### config.mk
export PLATFORM = sky130hd
export DESIGN_NAME = lsu_mem_controller
export DESIGN_NICKNAME = d
export VERILOG_FILES = /design/src/rtl/lsu_mem_controller.sv
export SDC_FILE = /design/constraint.sdc
export NUM_CORES = 1
export LEC_CHECK = 0
export CELL_PAD_IN_SITES_DETAIL_PLACEMENT = 0
export CELL_PAD_IN_SITES_GLOBAL_PLACEMENT = 1
export CORE_MARGIN = 1
export CORE_UTILIZATION = 31
export DETAILED_ROUTE_END_ITERATION = 8
export PLACE_DENSITY = 0.89
export SLEW_MARGIN = 5
export SYNTH_ARGS = -nofsm -noshare
export SYNTH_HDL_FRONTEND = slang
export SYNTH_SLANG_ARGS = --single-unit
### constraint.sdc
create_clock -name clk -period 3.6 [get_ports clk]
set_input_delay 0.9 -clock clk [delete_from_list [all_inputs] [get_ports clk]]
set_output_delay 0.9 -clock clk [all_outputs]
set_load 0.02 [all_outputs]
### src/rtl/lsu_mem_controller.sv
// Load/store unit memory sequencer: issues one data-memory access per load/store and formats data.
// Latency: minimum 3 cycles per access (IDLE accept -> WAIT -> DONE), longer while memory is slow.
// Backpressure: request held in WAIT until dm_valid_i or timeout; stall_o freezes the pipeline meanwhile.
//
// Ports:
//   clk, rst            clock and synchronous active-high reset
//   Load, Store, fun3   decoded access kind and size/sign from the execute stage
//   addr_i              byte address from the ALU
//   store_data_i        rs2 value for stores
//   dm_rdata_i          memory read word, qualified by dm_valid_i
//   dm_valid_i          memory response / write acknowledge
//   dm_req_o, dm_we_o   memory request (held until answered) and write enable
//   dm_addr_o           word-aligned memory address
//   dm_wdata_o          lane-replicated store data
//   dm_wmask_o          byte-lane enables, zero whenever no request is active
//   stall_o             freeze fetch/decode/execute while an access is in flight
//   load_data_o         formatted load result, held until the next completed load
//   load_done_o         one-cycle pulse when an access finishes (loads and stores)
//   access_err_o        one-cycle pulse for misaligned address or illegal fun3
//   timeout_o           one-cycle pulse when memory failed to answer in time

module lsu_mem_controller #(
  parameter int DATA_WIDTH     = 32,
  parameter int ADDR_WIDTH     = 32,
  parameter int FUNCTION3      = 3,
  parameter int TIMEOUT_CYCLES = 255
) (
  input  logic                  clk,
  input  logic                  rst,
  input  logic                  Load,
  input  logic                  Store,
  input  logic [FUNCTION3-1:0]  fun3,
  input  logic [ADDR_WIDTH-1:0] addr_i,
  input  logic [DATA_WIDTH-1:0] store_data_i,
  input  logic [DATA_WIDTH-1:0] dm_rdata_i,
  input  logic                  dm_valid_i,
  output logic                  dm_req_o,
  output logic                  dm_we_o,
  output logic [ADDR_WIDTH-1:0] dm_addr_o,
  output logic [DATA_WIDTH-1:0] dm_wdata_o,
  output logic [3:0]            dm_wmask_o,
  output logic                  stall_o,
  output logic [DATA_WIDTH-1:0] load_data_o,
  output logic                  load_done_o,
  output logic                  access_err_o,
  output logic                  timeout_o
);

  localparam int CNT_W = $clog2(TIMEOUT_CYCLES + 1);

  typedef enum logic [1:0] {
    S_IDLE = 2'd0,
    S_WAIT = 2'd1,
    S_DONE = 2'd2
  } state_e;

  // fun3 encodings
  localparam logic [2:0] F3_B  = 3'b000;
  localparam logic [2:0] F3_H  = 3'b001;
  localparam logic [2:0] F3_W  = 3'b010;
  localparam logic [2:0] F3_BU = 3'b100;
  localparam logic [2:0] F3_HU = 3'b101;

  state_e                state_q, state_d;
  logic [CNT_W-1:0]      cnt_q, cnt_d;
  logic [ADDR_WIDTH-1:0] addr_q, addr_d;
  logic [2:0]            fun3_q, fun3_d;
  logic                  we_q, we_d;
  logic [DATA_WIDTH-1:0] wdata_q, wdata_d;
  logic [3:0]            wmask_q, wmask_d;
  logic [DATA_WIDTH-1:0] load_data_q, load_data_d;
  logic                  err_q, err_d;
  logic                  timeout_q, timeout_d;
  logic                  stall;

  // ---------------------------------------------------------------------------
  // Request decode in IDLE. Load has priority when both strobes are high.
  // ---------------------------------------------------------------------------
  logic       is_load;
  logic       req_any;
  logic [2:0] f3;
  logic [1:0] a_lo;
  logic       fun3_legal;
  logic       misaligned;
  logic       access_ok;

  assign is_load = Load;
  assign req_any = Load | Store;
  assign f3      = fun3[2:0];
  assign a_lo    = addr_i[1:0];

  always_comb begin
    fun3_legal = 1'b0;
    if (is_load) begin
      fun3_legal = (f3 == F3_B) || (f3 == F3_H) || (f3 == F3_W) ||
                   (f3 == F3_BU) || (f3 == F3_HU);
    end else begin
      fun3_legal = (f3 == F3_B) || (f3 == F3_H) || (f3 == F3_W);
    end
  end

  // Size lives in fun3[1:0] for both loads and stores: 00 byte, 01 half, 10 word.
  always_comb begin
    misaligned = 1'b0;
    case (f3[1:0])
      2'b01:   misaligned = a_lo[0];
      2'b10:   misaligned = (a_lo != 2'b00);
      default: misaligned = 1'b0;
    endcase
  end

  assign access_ok = fun3_legal && !misaligned;

  // ---------------------------------------------------------------------------
  // Store lane formatting, computed from the live inputs and latched on accept.
  // ---------------------------------------------------------------------------
  logic [DATA_WIDTH-1:0] st_wdata;
  logic [3:0]            st_wmask;

  always_comb begin
    st_wdata = store_data_i;
    st_wmask = 4'b1111;
    case (f3[1:0])
      2'b00: begin
        st_wdata = {4{store_data_i[7:0]}};
        st_wmask = 4'b0001 << a_lo;
      end
      2'b01: begin
        st_wdata = {2{store_data_i[15:0]}};
        st_wmask = a_lo[1] ? 4'b1100 : 4'b0011;
      end
      default: begin
        st_wdata = store_data_i;
        st_wmask = 4'b1111;
      end
    endcase
  end

  // ---------------------------------------------------------------------------
  // Load formatting from the latched access and the returning memory word.
  // ---------------------------------------------------------------------------
  logic [7:0]            ld_byte;
  logic [15:0]           ld_half;
  logic [DATA_WIDTH-1:0] ld_fmt;

  assign ld_byte = dm_rdata_i[{addr_q[1:0], 3'b000} +: 8];
  assign ld_half = dm_rdata_i[{addr_q[1], 4'b0000} +: 16];

  always_comb begin
    ld_fmt = dm_rdata_i;
    case (fun3_q)
      F3_B:    ld_fmt = {{24{ld_byte[7]}}, ld_byte};
      F3_H:    ld_fmt = {{16{ld_half[15]}}, ld_half};
      F3_BU:   ld_fmt = {24'h000000, ld_byte};
      F3_HU:   ld_fmt = {16'h0000, ld_half};
      default: ld_fmt = dm_rdata_i;
    endcase
  end

  // ---------------------------------------------------------------------------
  // Access FSM
  // ---------------------------------------------------------------------------
  logic [CNT_W-1:0] cnt_inc;
  assign cnt_inc = cnt_q + CNT_W'(1);

  always_comb begin
    state_d     = state_q;
    cnt_d       = cnt_q;
    addr_d      = addr_q;
    fun3_d      = fun3_q;
    we_d        = we_q;
    wdata_d     = wdata_q;
    wmask_d     = wmask_q;
    load_data_d = load_data_q;
    err_d       = 1'b0;
    timeout_d   = 1'b0;
    stall       = 1'b0;

    unique case (state_q)
      S_IDLE: begin
        cnt_d = '0;
        // Reset gates acceptance so no output asserts while rst is held.
        if (!rst && req_any) begin
          if (access_ok) begin
            addr_d  = addr_i;
            fun3_d  = f3;
            we_d    = !is_load;
            wdata_d = is_load ? '0 : st_wdata;
            wmask_d = is_load ? 4'b0000 : st_wmask;
            stall   = 1'b1;
            state_d = S_WAIT;
          end else begin
            err_d = 1'b1;
          end
        end
      end

      S_WAIT: begin
        stall = 1'b1;
        cnt_d = cnt_inc;
        // A response arriving on the timeout cycle still completes normally.
        if (dm_valid_i) begin
          if (!we_q) begin
            load_data_d = ld_fmt;
          end
          state_d = S_DONE;
        end else if (cnt_inc == CNT_W'(TIMEOUT_CYCLES)) begin
          timeout_d   = 1'b1;
          load_data_d = '0;
          state_d     = S_DONE;
        end
      end

      S_DONE: begin
        // The finished instruction is still in execute; its strobes are ignored.
        cnt_d   = '0;
        state_d = S_IDLE;
      end

      default: begin
        cnt_d   = '0;
        state_d = S_IDLE;
      end
    endcase
  end

  always_ff @(posedge clk) begin
    if (rst) begin
      state_q     <= S_IDLE;
      cnt_q       <= '0;
      addr_q      <= '0;
      fun3_q      <= 3'b000;
      we_q        <= 1'b0;
      wdata_q     <= '0;
      wmask_q     <= 4'b0000;
      load_data_q <= '0;
      err_q       <= 1'b0;
      timeout_q   <= 1'b0;
    end else begin
      state_q     <= state_d;
      cnt_q       <= cnt_d;
      addr_q      <= addr_d;
      fun3_q      <= fun3_d;
      we_q        <= we_d;
      wdata_q     <= wdata_d;
      wmask_q     <= wmask_d;
      load_data_q <= load_data_d;
      err_q       <= err_d;
      timeout_q   <= timeout_d;
    end
  end

  // ---------------------------------------------------------------------------
  // Outputs
  // ---------------------------------------------------------------------------
  assign dm_req_o     = (state_q == S_WAIT);
  assign dm_we_o      = dm_req_o & we_q;
  assign dm_addr_o    = {addr_q[ADDR_WIDTH-1:2], 2'b00};
  assign dm_wdata_o   = wdata_q;
  assign dm_wmask_o   = dm_req_o ? wmask_q : 4'b0000;
  assign stall_o      = stall;
  assign load_data_o  = load_data_q;
  assign load_done_o  = (state_q == S_DONE);
  assign access_err_o = err_q;
  assign timeout_o    = timeout_q;

endmodule

# ---- Yosys cells after proc, flatten, opt, wreduce, memory -nomap -nowiden
# Index checks and enable logic that the tools add are counted.
dict set report totals {
  reg_bits 116
  in_bits 104
  out_inout_bits 106
  wordCells 78
}
dict set report op_classes {
  n_addsub 1
  eq_ne 16
  shifts 3
  mux 22
  bitwise 5
  reduce_logical 21
}
# operator n
set ops {}
lappend ops {{$mux 32} 4}
lappend ops {{$pmux 32 s4} 1}
lappend ops {{$pmux 32 s2} 1}
lappend ops {{$shiftx 32x6->16} 1}
lappend ops {{$shiftx 32x6->8} 1}
lappend ops {{$eq 3x3->1 const B} 4}
lappend ops {{$mux 4} 3}
lappend ops {{$reduce_and 3->1} 3}
lappend ops {{$add 8x1->8 const B} 1}
lappend ops {{$eq 8x8->1 const B} 1}
lappend ops {{$mux 2} 4}
lappend ops {{$pmux 4 s2} 1}
lappend ops {{$eq 3x1->1 const B} 2}
lappend ops {{$logic_not 3->1} 2}
lappend ops {{$ne 2x2->1 const B} 3}
lappend ops {{$reduce_or 3->1} 2}
lappend ops {{$mux 1} 5}
lappend ops {{$eq 2x1->1 const B} 2}
lappend ops {{$eq 2x2->1 const B} 2}
lappend ops {{$logic_not 2->1} 2}
lappend ops {{$logic_or 1x1->1} 4}
lappend ops {{$pmux 1 s2} 2}
lappend ops {{$pmux 2 s2} 1}
lappend ops {{$reduce_bool 2->1} 2}
lappend ops {{9 further kinds} 14}

# ---- Longest topological paths before layout
# Gate-level depths: netlist of run 1.
dict set report depth {
  depth_word 10
  mapped_depth 12
  depth_no_buf 7
}

# ---- Worst setup path after synthesis of run 1
# Ideal clock, no wire load.
dict set report synth_timing {
  path_type {input to output}
  from {in fun3[1]}
  to {out stall_o}
  t_arrival_ps 2696
  required_ps 2700
  slack_ps 4
  cell_stages 9
  n_path_buf 3
  path_cell_list {clkbuf_1 inv_1 ha_1 o21ai_0 a21boi_0 or3b_1 buf_2 buf_2 nand2b_1}
}
dict set report synth_via {
  elab_chain_cells 10
  elab_cells_between_ends 18
  classes_between {6 x eq/ne; 5 x mux; 7 x reduce/logical}
}
# item line
set synth_lines {}
lappend synth_lines {{start, declared} 32} ;# input logic [FUNCTION3-1:0] fun3,
lappend synth_lines {{$eq 3x1->1 / $logic_not 3->1 (equally long branches)} {95, 98}}
lappend synth_lines {{$logic_or 1x1->1 (2 in a row)} {95, 98}}
lappend synth_lines {{$logic_or 1x1->1} 95} ;# fun3_legal = (f3 == F3_B) || (f3 == F3_H) || (f3 == F3_W) ||
lappend synth_lines {{$logic_or 1x1->1} 96} ;# (f3 == F3_BU) || (f3 == F3_HU);
lappend synth_lines {{$mux 1} 94} ;# if (is_load) begin
lappend synth_lines {{$logic_and 1x1->1 *} 112} ;# assign access_ok = fun3_legal && !misaligned;
lappend synth_lines {{$mux 1 *} 184} ;# if (access_ok) begin
lappend synth_lines {{$mux 1 *} 183} ;# if (!rst && req_any) begin
lappend synth_lines {{$pmux 1 s2 *} 179} ;# unique case (state_q)
lappend synth_lines {{end, declared} 42} ;# output logic stall_o,
# Mark *: on every way between the ends. The rest lies on a longest branch, timed or not.

# ---- Worst setup path in the final report of run 1
# Ends and elaborated chain as after synthesis.

==> results of run 1 <==
-- power breakdown --
part           leakage [nW]  switching, mW  internal (mW)  total (mW)
Sequential            0.939         0.0322           1.33        1.37
Clock                 0.314          0.582           1.26        1.84
Combinational          1.59          0.291          0.274       0.565
Total                  2.85          0.906           2.87        3.77
-- logic make-up (layout without fill, tap and decap cells) --
group                    count (synthesis)  count (layout)
multiplexers                            17              17
AO/OA/AOI/OAI                          191             191
XOR/XNOR                                 5               5
flip-flops                             116             116
buffers and inverters                   93             273
adder cells (fa/ha/maj)                  5               5
AND/OR/NAND/NOR                        242             242
other                                    1               2
-- area by class of cell --
type / count / area [sq um]
multi-input cells: 462 / 2630
clock inverters: 10 / 178
clock buffers: 22 / 464
inverters: 11 / 41.3
flip-flops and latches: 116 / 2320
repair buffers: 230 / 2230
fillers: 1673 / 8680
well taps: 220 / 275
-- synthesized netlist by cell type, types with 3 or more instances --
cell / count / share of area, %
a22oi_1: 22 / 3.0
nor3_1: 3 / 0.28
o2111ai_1: 6 / 0.97
and2_1: 5 / 0.58
or3_1: 19 / 2.2
nor2_1: 24 / 1.7
nand3b_1: 16 / 2.2
a21oi_1: 97 / 9.0
and3_1: 3 / 0.35
o2bb2ai_1: 24 / 3.9
dfxtp_1: 116 / 43
buf_4: 33 / 4.6
nor2b_1: 11 / 1.3
nand3_1: 6 / 0.55
buf_6: 3 / 0.62
inv_1: 11 / 0.76
a22o_1: 3 / 0.49
xor2_1: 4 / 0.65
nand2_1: 142 / 9.8
nand2b_1: 6 / 0.69
o21ai_0: 23 / 2.1
mux2i_1: 14 / 2.6
buf_2: 6 / 0.55
ha_1: 5 / 1.2
clkbuf_1: 38 / 2.6
o22ai_1: 6 / 0.69
-- worst max-delay path by stage --
stage	from	end	slack, ps	depth (start not counted)
after CTS	fun3[1]	stall_o	20	8
after global routing	fun3[1]	stall_o	30	8
after global placement	fun3[0]	stall_o	-400	8
after floorplan	fun3[1]	stall_o	4	9
final	fun3[1]	stall_o	100	8
after detailed placement	fun3[0]	stall_o	-500	8
-- worst max-delay path, delay by kind of cell --
| kind | cells | cell delay, ps |
|---|---|---|
| AO/OA/AOI/OAI | 1 | 170 |
| adder cells (fa/ha/maj) | 1 | 190 |
| buffers and inverters | 3 | 760 |
| AND/OR/NAND/NOR | 3 | 580 |
-- registers in the layout, summed over array words and instances, names as in the netlist --
name          flops
addr_q           32
dm_wdata_o       32
load_data_o      32
cnt_q             8
wmask_q           4
fun3_q            3
state_q           2
access_err_o      1
timeout_o         1
we_q              1
-- metal layers --
layer / wire length (microns) / track usage (%) / share of wire [%] / vias up
li1: - / - / - / 2623
met1: 7520 / 23.6 / 45 / 2425
met3: 1560 / 7.26 / 9.3 / 14
met4: 193 / 5.56 / 1.1 / 0
met5: 0 / 0 / 0 / -
met2: 7530 / 29.2 / 45 / 195
==> results.py, run 1 <==
metrics = {
    "timing": {
        "finalSetupTns_ps": 0,
        "fin_crit_sh_pct": 97.2,
        "fin_skew_ps": 9.77,
        "maxSlewViolCount": 0,
        "rsz0062_at_grt": "no",
        "tightest_slew_ps": 1110,
        "maxSlewHeadroom_pct": 25.8,
        "holdWs_ps": 445,
        "timing.final.ws_setup_ps": 101,
        "fmax_mhz": 286,
        "setup_viol": 0,
        "min_period_ps": 3500,
        "finalHoldViolations": 0,
    },
    "synthesis": {
        "synthAdderAreaFrac_pct": 1.16,
        "synth_cell_type_count": 44,
        "yosysSeqAreaShare_pct": 42.9,
        "synth_top_family_by_area": "compound AO/OA/AOI/OAI gates",
        "synth_mux_area_share_pct": 3.42,
        "syn_avg_cell_area_sq_um": 8.08,
        "synth-xor-area-share_pct": 0.809,
        "synth_compound_area_share_pct": 21.8,
        "synth-seq-cells": 116,
        "netlist_instances": 670,
        "ys_dominant_reg_cell": "dfxtp_1",
        "syn-cell-area_sq_um": 5420,
        "async_flop_share_pct": 0,
        "synth_edf_count": 0,
        "ys_warn_count": 0,
        "synthSimpleGateAreaFrac_pct": 20.6,
    },
    "worst_setup_path": {
        "path_class": "input pin to primary output",
        "cp.arrival_ps": 2600,
        "r2r_setup_slack_ps": 1090,
        "crit_path_end_kind": "primary output",
        "worstSetupStartpointType": "input pin",
        "critPathMaxFanout": 3,
        "reg2reg_depth": 5,
        "slowest_delay_ps": 490,
        "worstPathCellList": "clkdlybuf4s50_1 -> buf_4 -> ha_2 -> nor3_1 -> o2bb2ai_1 -> or3b_4 -> nand2b_1 -> buf_2",
        "r2r_end": "load_data_o[23]",
        "crit_path_top_delay_cell": "clkdlybuf4s50_1",
        "cp.required_ps": 2700,
        "timing.rr.start": "cnt_q[0]",
    },
    "grt": {
        "grt_pass1_vias": 4994,
        "overflow": 0,
        "antenna_found_initial": 0,
        "grt_max_degree": 90,
        "grt_pass1_wl_microns": 26100,
        "track_usage_pct": 18.6,
    },
    "layout": {
        "stdcell_count": 1071,
        "finalNetCount": 947,
        "most-common-layout-cells": "clkdlybuf4s50_1, nand2_1, dfxtp_1",
        "drive_gt1_share_pct": 8.11,
        "fin_util_pct": 48.4,
        "antenna_cells": 0,
        "layout_commonest_cell": "clkdlybuf4s50_1",
        "area_delta_synth_final_pct": 50.3,
        "final_area_sq_um": 8140,
    },
    "clocking": {
        "cts.sinks": 116,
        "cts_buffer_depth": 2,
        "h-tree-depth": 4,
        "clock_latency_ps": 410,
        "cts_tree": "yes",
        "ctsHoldBuffers": 0,
        "numCtsBuffers": 17,
        "cts_root_buffer": "clkbuf_16",
        "post-cts-setup-buffer-count": 0,
        "cts_resized": 7,
        "path_clk_slew_ps": 50,
    },
    "run_status": {
        "status": "finished clean",
    },
    "die": {
        "dieArea_sq_um": 18000,
        "start_util_pct": 32.2,
        "die_w_microns": 134,
        "ios": 210,
        "core_area_sq_um": 16800,
        "fp.dieH_microns": 134,
        "row_count": 47,
    },
    "power": {
        "power_density_nw_per_um2": 464,
        "peakVddDrop_v": 0.000330,
        "p_leak_nw": 2.85,
        "finalPower_mw": 3.77,
    },
    "worst_hold_path": {
        "hp-class": "flop to flop",
        "holdPathEnd": "dm_wdata_o[12]",
        "worstHoldStart": "dm_wdata_o[12]",
        "hold_depth": 2,
    },
    "placement": {
        "dpl.hpwl_microns": 11700,
        "place_ws_ps": -499,
        "port_buffers": 207,
        "dp.cells": 1039,
        "dpl-instance-area_sq_um": 7480,
        "place.gp.congestion": 0.792,
    },
    "detailed_routing": {
        "avgRoutedWirePerCell_microns": 15.7,
        "drc": 0,
        "drt_iter0_drc": 276,
        "firstDrtPassIters": 4,
        "routed_via_density": 4.91,
        "vias": 5257,
        "wl_microns": 16800,
        "ant_nets": 0,
    },
    "job": {
        "maxCapViolations": 0,
    },
}
No activity file was read; power rests on OpenSTA's default activity.
==> run 2, diff against run 1 <==
- CORE_MARGIN: 1 -> default
==> results of run 2 <==
Final layout, timing and power as in run 1 (identical DEF).
==> run 3, diff against run 2 <==
- CORE_UTILIZATION: 31 -> 32
- CTS_BUF_LIST: default -> sky130_fd_sc_hd__clkbuf_4
- PLACE_DENSITY: 0.89 -> 0.91
==> results.py, run 3 (synthesis gave the netlist of run 1 again) <==
metrics = {
    "run_status": {
        "status": "finished clean",
    },
    "job": {
        "maxCapViolations": 0,
    },
    "clocking": {
        "h-tree-depth": 4,
        "cts_root_buffer": "clkbuf_4",
        "numCtsBuffers": 17,
        "clock_latency_ps": 530,
        "ctsHoldBuffers": 0,
        "path_clk_slew_ps": 100,
        "cts_buffer_depth": 2,
        "cts_tree": "yes",
        "cts.sinks": 116,
        "post-cts-setup-buffer-count": 0,
    },
    "layout": {
        "drive_gt1_share_pct": 7.54,
        "area_delta_synth_final_pct": 43.8,
        "layout_commonest_cell": "clkdlybuf4s50_1",
        "fin_util_pct": 47.0,
        "stdcell_count": 1070,
        "finalNetCount": 945,
        "most-common-layout-cells": "clkdlybuf4s50_1, nand2_1, dfxtp_1",
    },
    "timing": {
        "fin_crit_sh_pct": 96.9,
        "fin_skew_ps": 17.6,
        "rsz0062_at_grt": "no",
        "setup_viol": 0,
        "holdWs_ps": 452,
        "min_period_ps": 3490,
        "finalHoldViolations": 0,
        "fmax_mhz": 287,
        "finalSetupTns_ps": 0,
        "tightest_slew_ps": 1110,
        "maxSlewHeadroom_pct": 26.0,
        "maxSlewViolCount": 0,
    },
    "die": {
        "ios": 210,
        "fp.dieH_microns": 132,
        "start_util_pct": 32.7,
        "dieArea_sq_um": 17500,
        "row_count": 47,
        "die_w_microns": 132,
        "core_area_sq_um": 16600,
    },
    "power": {
        "peakVddDrop_v": 0.000243,
        "p_leak_nw": 2.69,
        "power_density_nw_per_um2": 383,
    },
    "placement": {
        "port_buffers": 207,
        "dpl.hpwl_microns": 11600,
        "dp.cells": 1037,
        "place.gp.congestion": 0.812,
    },
    "grt": {
        "grt_pass1_wl_microns": 26500,
        "track_usage_pct": 19.3,
        "grt_max_degree": 90,
        "grt_pass1_vias": 4928,
        "antenna_found_initial": 2,
        "overflow": 0,
    },
    "worst_setup_path": {
        "slowest_delay_ps": 480,
        "cp.required_ps": 2700,
        "cp.arrival_ps": 2590,
        "reg2reg_depth": 5,
        "crit_path_end_kind": "primary output",
        "crit_path_top_delay_cell": "clkdlybuf4s50_1",
        "critPathMaxFanout": 3,
        "path_class": "input pin to primary output",
        "worstPathCellList": "clkdlybuf4s50_1 -> buf_4 -> ha_1 -> nor3_1 -> o2bb2ai_1 -> or3b_4 -> nand2b_1 -> clkbuf_4",
        "worstSetupStartpointType": "input pin",
    },
    "detailed_routing": {
        "routed_via_density": 4.88,
        "firstDrtPassIters": 5,
        "drt_iter0_drc": 367,
        "avgRoutedWirePerCell_microns": 15.4,
        "vias": 5218,
        "ant_nets": 0,
        "wl_microns": 16500,
        "drc": 0,
    },
    "worst_hold_path": {
        "hold_depth": 2,
        "hp-class": "flop to flop",
    },
}
-- run 3: cell count changes in the layout (fill, tap and decap cells not counted), sizes merged --
cell / before / now
buf: 25 / 22
bufinv: 5 / 4
clkbuf: 22 / 18
clkinv: 4 / 7
clkinvlp: 1 / 3
diode: 0 / 1
dlygate4sd2: 1 / 0
dlymetal6s2s: 0 / 1
inv: 11 / 12
-- run 3: critical path: cells and delay by family --
| kind | cells | cell delay, ps |
|---|---|---|
| AND/OR/NAND/NOR | 3 | 550 |
| adder cells (fa/ha/maj) | 1 | 170 |
| AO/OA/AOI/OAI | 1 | 200 |
| buffers and inverters | 3 | 770 |
-- run 3: final timing paths --
path         startpoint              end  slack, ps
min          wmask_q[0]       wmask_q[0]        450
max reg2reg    cnt_q[0]  load_data_o[23]       1070
max             fun3[1]          stall_o        110
min reg2reg  wmask_q[0]       wmask_q[0]        450
-- run 3: final cells by class --
class / instances / area, sq um
diodes: 1 / 2.50
clock buffers: 17 / 128
clock inverters: 15 / 188
fillers: 1651 / 8790
inverters: 11 / 41.3
multi-input cells: 462 / 2610
flip-flops and latches: 116 / 2320
well taps: 220 / 275
repair buffers: 228 / 2220
-- run 3: repair_timing --
item / in CTS / in global routing
setup endpoints to repair: 1 / 1
gates resized for setup: 4 / 6
hold endpoints to repair: 0 / 0
pin swaps: 0 / 0
cloned: 0 / 0
-- run 3: report_power, final --
part / internal (mW) / leakage, nW / switching (mW)
sequential: 1.33 / 0.939 / 0.0321
clock: 0.544 / 0.163 / 0.515
combinational: 0.272 / 1.59 / 0.288
-- run 3: metrics by stage --
| stage | area [sq um] | worst slack, ps | power, mW |
|---|---|---|---|
| 2_1_floorplan | 5420 | 4.13 | 1.69 |
| 3_3_place_gp | 7470 | -390 | 1.95 |
| 3_5_place_dp | 7470 | -423 | 1.95 |
| 4_1_cts | 7780 | 37.3 | 3.02 |
| 5_1_grt | 7790 | 33.0 | 3.14 |
| 6_report | 7790 | 111 | 2.98 |
-- run 3: routing by layer --
metal / up-vias / wire, microns / GRT usage [%]
met4: 2 / 229 / 5.68
li1: 2621 / - / -
met3: 19 / 1450 / 7.92
met1: 2393 / 7270 / 24.1
met2: 183 / 7550 / 30.4
met5: - / 13 / 0
